--- src/rtl/pipe_ctrl_pkg.sv ---
// Shared definitions for the pipeline controller: FSM encoding and the
// default stage indices of the six-stage core.
package pipe_ctrl_pkg;

  typedef enum logic [1:0] {
    ST_IDLE     = 2'd0,
    ST_DRAIN    = 2'd1,
    ST_REDIRECT = 2'd2
  } state_t;

  localparam int STG_PC  = 0;
  localparam int STG_IF  = 1;
  localparam int STG_ID  = 2;
  localparam int STG_EX  = 3;
  localparam int STG_MEM = 4;
  localparam int STG_WB  = 5;
  localparam int NUM_STAGES_DEF = STG_WB + 1;

endpackage

--- src/rtl/pipe_ctrl_prio.sv ---
// Highest-set-bit encoder: every stage at or below the topmost requester
// holds, and the stage just above it takes a bubble.
module pipe_ctrl_prio #(
  parameter int STAGES = 6
) (
  input  logic [STAGES-1:0] req,
  output logic [STAGES-1:0] stall_mask,
  output logic [STAGES-1:0] bubble
);

  genvar gi;
  generate
    for (gi = 0; gi < STAGES; gi++) begin : g_mask
      assign stall_mask[gi] = |req[STAGES-1:gi];
    end

    assign bubble[0] = 1'b0;
    // The bubble sits exactly on the first stage that is not held.
    for (gi = 1; gi < STAGES; gi++) begin : g_bubble
      assign bubble[gi] = stall_mask[gi-1] & ~stall_mask[gi];
    end
  endgenerate

endmodule

--- src/rtl/pipe_ctrl.sv ---
// N-stage stall/flush generator with a branch/trap redirect sequencer.
// Optional stall watchdog enabled by defining PIPE_CTRL_WDOG_EN.
module pipe_ctrl
  import pipe_ctrl_pkg::*;
#(
  parameter int STAGES   = NUM_STAGES_DEF,
  parameter int ADDR_W   = 32,
  parameter int BR_STAGE = STG_EX,
  parameter int WDOG_W   = 8
) (
  input  logic              clk,
  input  logic              rst,
  input  logic [STAGES-1:0] stallreq_i,
  input  logic              br_valid_i,
  input  logic [ADDR_W-1:0] br_addr_i,
  output logic              br_ack_o,
  input  logic              trap_req_i,
  input  logic [ADDR_W-1:0] trap_addr_i,
  output logic              trap_ack_o,
  output logic              redirect_valid_o,
  output logic [ADDR_W-1:0] redirect_addr_o,
  input  logic              redirect_ready_i,
  output logic [STAGES-1:0] stall_o,
  output logic [STAGES-1:0] flush_o,
  output logic              wdog_o
);

  state_t            state_reg, state_next;
  logic [ADDR_W-1:0] addr_reg, addr_next;
  logic [STAGES-1:0] prio_req, prio_stall, prio_bubble;
  logic [STAGES-1:0] mid_mask, late_mask, low_mask;
  logic              late_clear, br_accept, trap_take;

  genvar gi;
  generate
    if ((BR_STAGE < 1) || (BR_STAGE > STAGES - 2) || (WDOG_W < 1)) begin : g_param_check
      $error("pipe_ctrl: illegal BR_STAGE/STAGES/WDOG_W combination");
    end
    for (gi = 0; gi < STAGES; gi++) begin : g_masks
      assign mid_mask[gi]  = (gi >= 1) && (gi < BR_STAGE);
      assign late_mask[gi] = (gi > BR_STAGE);
      assign low_mask[gi]  = (gi <= STAGES - 2);
    end
  endgenerate

  // DRAIN and REDIRECT hold fixed stages; folding that into the request
  // vector keeps the bubble placed just above whatever ends up held.
  always_comb begin
    prio_req = stallreq_i;
    if (state_reg == ST_DRAIN)    prio_req[BR_STAGE] = 1'b1;
    if (state_reg == ST_REDIRECT) prio_req[0]        = 1'b1;
  end

  pipe_ctrl_prio #(.STAGES(STAGES)) u_prio (
    .req        (prio_req),
    .stall_mask (prio_stall),
    .bubble     (prio_bubble)
  );

  assign late_clear = (stallreq_i & late_mask) == '0;
  assign br_accept  = !rst && (state_reg == ST_IDLE) && br_valid_i && !trap_req_i
                      && !prio_stall[BR_STAGE];
  assign trap_take  = !rst && (state_reg == ST_DRAIN) && late_clear;

  always_comb begin
    state_next = state_reg;
    addr_next  = addr_reg;
    stall_o    = prio_stall;
    flush_o    = prio_bubble;
    case (state_reg)
      ST_IDLE: begin
        if (trap_req_i) begin
          state_next = ST_DRAIN;
        end else if (br_accept) begin
          // Younger stages are killed, so their stall requests no longer matter.
          stall_o    = '0;
          flush_o    = mid_mask;
          addr_next  = br_addr_i;
          state_next = ST_REDIRECT;
        end
      end
      ST_DRAIN: begin
        if (late_clear) begin
          flush_o    = low_mask;
          addr_next  = trap_addr_i;
          state_next = ST_REDIRECT;
        end
      end
      ST_REDIRECT: begin
        flush_o = prio_bubble | mid_mask;
        if (redirect_ready_i) state_next = ST_IDLE;
      end
      default: state_next = ST_IDLE;
    endcase
    if (rst) begin
      stall_o = '0;
      flush_o = '1;
    end
  end

  always_ff @(posedge clk) begin
    if (rst) begin
      state_reg <= ST_IDLE;
      addr_reg  <= '0;
    end else begin
      state_reg <= state_next;
      addr_reg  <= addr_next;
    end
  end

  assign br_ack_o         = br_accept;
  assign trap_ack_o       = trap_take;
  assign redirect_valid_o = !rst && (state_reg == ST_REDIRECT);
  assign redirect_addr_o  = rst ? '0 : addr_reg;

`ifdef PIPE_CTRL_WDOG_EN
  localparam logic [WDOG_W-1:0] WDOG_MAX = '1;
  logic [WDOG_W-1:0] wdog_cnt_reg;
  logic              wdog_reg;

  always_ff @(posedge clk) begin
    if (rst) begin
      wdog_cnt_reg <= '0;
      wdog_reg     <= 1'b0;
    end else if (stall_o == '0) begin
      wdog_cnt_reg <= '0;
    end else begin
      if (wdog_cnt_reg != WDOG_MAX) wdog_cnt_reg <= wdog_cnt_reg + 1'b1;
      if (wdog_cnt_reg == WDOG_MAX - 1'b1) wdog_reg <= 1'b1;
    end
  end

  assign wdog_o = wdog_reg && !rst;
`else
  assign wdog_o = 1'b0;
`endif

endmodule

--- config.mk ---
export PLATFORM = sky130hd
export DESIGN_NAME = pipe_ctrl
export DESIGN_NICKNAME = d
export VERILOG_FILES = /design/src/rtl/pipe_ctrl_pkg.sv /design/src/rtl/pipe_ctrl_prio.sv /design/src/rtl/pipe_ctrl.sv
export SDC_FILE = /design/constraint.sdc
export NUM_CORES = 1
export LEC_CHECK = 0
export BUFFER_PORTS_ARGS = -buffer_cell sky130_fd_sc_hd__clkbuf_2
export CAP_MARGIN = 15
export CORE_MARGIN = 2
export CORE_UTILIZATION = 25
export CTS_CLUSTER_SIZE = 25
export DETAILED_ROUTE_END_ITERATION = 10
export GPL_TIMING_DRIVEN = 0
export PLACE_DENSITY = 0.51
export SLEW_MARGIN = 15
export SYNTH_ARGS = -nofsm -noshare
export SYNTH_HDL_FRONTEND = slang
export SYNTH_SLANG_ARGS = --single-unit
--- constraint.sdc ---
create_clock -name clk -period 3 [get_ports clk]
set_clock_uncertainty 0.15 [all_clocks]
set_input_delay 0.15 -clock clk [delete_from_list [all_inputs] [get_ports clk]]
set_output_delay 0.15 -clock clk [all_outputs]
set_load 0.02 [all_outputs]
==> metrics.md <==
| Metric | Value |
|---|---|
| Placeable Area | `7650 um2` |
| Clock sinks | `34` |
| DR iter-0 viols | `35` |
| # IOs | `123` |
| Power per cell area | `403 nW/um2` |
| H-tree levels | `2` |
| CP endpoint kind | `output pin` |
| Cell with the largest stage delay on the worst path | `dlygate4sd3_1` |
| DRC | `0` |
| GR Overflow Total | `0` |
| Final net count | `between 400 and 500` |
| GPL Wtd Cong | `0.749` |
| Layout cells sized above 1 | `about two fifths` |
| Syn_area_per_cell | `8.75 um2` |
| Leak | `1.30 nW` |
| WS Path Type | `in2out` |
| HPWL after DPL | `between 4000 and 5000 um` |
| Final slew viol count | `0` |
| WL per Instance | `roughly 12 um` |
| Fillers | `approximately 830` |
| Clk slew on worst S/H paths | `approximately 70 ps` |
| Fin crit share | `79.0%` |
| Port buffer count | `120` |
| Clk buf depth | `2` |
| Largest family of logic cells by synthesized area | `compound AO/OA/AOI/OAI gates` |
| Final Hold Fails | `0` |
| Placed cell areas | `about 2700 um2` |
| GR Util met3 | `roughly 3.7%` |
| Least-Margin Pin Slew | `513 ps` |
| Met2 Resource Use GR | `a little over a fifth` |
| Die X | `between 90 and 100 um` |
| Mux share of post-synthesis cell area | `16.3%` |
| Clk Latency, worst-skew pair | `~280 ps` |
| Vias in the first global route | `around 1,900` |
| Req. time, crit path | `approximately 2700 ps` |
| Synthesis-to-finish area growth | `43.0%` |
| Placed insts | `446` |
| Post-DR vias/cell | `around 4.4` |
| Die ar. | `8570 um2` |
| CP peak stage delay | `~570 ps` |
| Delay-heaviest family, CP | `buffers and inverters` |
| Root Buffer Master | `clkbuf_8` |
| TNS Setup | `0 ps` |
| Fmax | `422 MHz` |
| Sequential area share after synthesis | `34.7%` |
| Worst Setup Start Kind | `input port` |
| Most frequent cells in the layout | `120 x clkbuf_2, 38 x nor2_1, 34 x inv_1, 34 x dfxtp_1, 32 x mux2i_1` |
| Peak supply drop | `~0.00012 V` |
| Largest net degree at the start of global routing | `12` |
| Vias | `2,020` |
| GRT Util Overall | `12.9%` |
| CP bufs+invs | `3` |
| Tmin final | `2370 ps` |
| Simple-gate area share of the yosys netlist | `14.8%` |
| Site Rows | `32` |
| # diodes | `0` |
| TritonCTS Buffers | `5` |
| Worst rel slew slack | `65.8%` |
| Worst Path Arrival | `approximately 2100 ps` |
| Synthesized area | `1960 um2` |
| Most crowded layer after global routing | `met2` |
| Pre-antenna DRT Iters | `4` |
| CTS tree | `built` |
| Xor-xnor portion of the synthesized cell area | `0%` |
| RSZ-0062 raised after global routing | `false` |
| Starting Density | `25.6%` |
| Status | `finished clean` |
| Post-Layout Cell Count | `~460` |
| Netlist cell types | `33` |
| Fin area | `2800 um2` |
| Final Setup Violations | `0` |
| Post-Synth Adder-Cell Area | `0%` |
| # Max-Cap Violations | `0` |
| # resized after CTS | `0` |
| Crit path max fanout | `9` |
| Synth Instances | `224` |
| Worst path cell trace | `dlygate4sd3_1, buf_6, or4b_4, a21oi_4, or4_1, clkbuf_2` |
| Post-route antenna net violation count | `0` |
| Hold Crit Class | `in2reg` |
| Die outline height | `slightly above 90 um` |
| Seq cells post-synth | `34` |
| Syn Nets | `299` |
| Initial antenna violation count | `0` |
| Synth Area in Compound Gates | `20.4%` |
| Most common cell after layout, fill and taps aside | `clkbuf_2` |
| Post-Route WL | `5650 um` |
| Yosys synthesis warning count | `0` |
| First-pass GRT wire length | `8710 um` |
| Max FFs per register | `32` |
| Grt met1 use | `16.1%` |
| Post-layout power | `between 1 and 1.5 mW` |
==> kinds of logic (layout without fill, tap and decap cells) <==
family,Yosys count,count (layout)
flops,34,34
mux,32,32
simple gates,58,58
buf+inv,54,184
other cells,1,1
compound gates,45,45
==> what timing repair did <==
action,4_1_cts,5_1_grt
buffers inserted,0,0
hold endpoints to repair,2,0
hold buffers,2,0
==> through the flow <==
step	hold slack (ps)	utilization, %	setup slack [ps]
final	12.3	36.7	630
after CTS	7.86	36.7	639
after global routing	20.1	36.7	555
after floorplan	170	-	1100
after global placement	233	35.2	1160
after detailed placement	241	35.2	1180
==> worst paths after layout <==
kind	start	endpoint	slack (ps)	cells past startpoint
worst max-delay path	rst	flush_o[1]	630	6
worst max register to register	state_reg[1]	addr_reg[29]	1280	4
worst min register to register	addr_reg[8]	addr_reg[8]	320	2
worst min-delay path	trap_req_i	state_reg[0]	10	3
==> cells in the mapped netlist, drive strengths merged <==
cell type   n  area [um2]
and2b       1        7.51
o21ai       2        10.0
nor4bb      1        10.0
a21oi       5        36.3
or4b        2        23.8
nor2b       3        18.8
nand2b      3        18.8
buf        16         124
nor4        1        6.26
a2111oi     1        8.76
o21bai      1        18.8
conb        1        3.75
inv        34         128
o41ai       1        8.76
clkbuf      4        15.0
nand2       2        7.51
nor2       38         143
a221oi     32         293
or4         2        15.0
a31o        1        8.76
nor3b       2        15.0
dfxtp      34         681
or3         1        11.3
nor4b       1        8.76
mux2i      32         320
nor3        1        5.00
a21o        2        15.0
==> layer usage <==
layer	share of wire, %	vias up
li1	-	1045
met1	48	892
met2	44	78
met3	7.6	5
met4	0.87	0
met5	0	-
==> layout make-up <==
| cell class | count | area [um2] | share of cell area (%) |
|---|---|---|---|
| repair buffers | 122 | 621 | 22.1 |
| clock buffers | 6 | 82.6 | 2.95 |
| plain buffers | 20 | 139 | 4.95 |
| clock inverters | 2 | 12.5 | 0.446 |
| flip-flops and latches | 34 | 681 | 24.3 |
| multi-input cells | 136 | 1010 | 36.1 |
| inverters | 34 | 128 | 4.55 |
| well taps | 102 | 128 | 4.55 |
==> worst register-to-register path, cell delays in order (launching register included) <==
cell and delay, ps:
dfxtp_1 330, or3_4 410, o21bai_4 220, buf_2 210, a221oi_1 310
==> power by group <==
group,internal [mW],total [mW],switching (mW),leakage [nW]
clock,0.184,0.353,0.169,0.0472
sequential,0.477,0.485,0.00806,0.277
combinational,0.133,0.292,0.160,0.971
(Power assumes the default switching activity.)
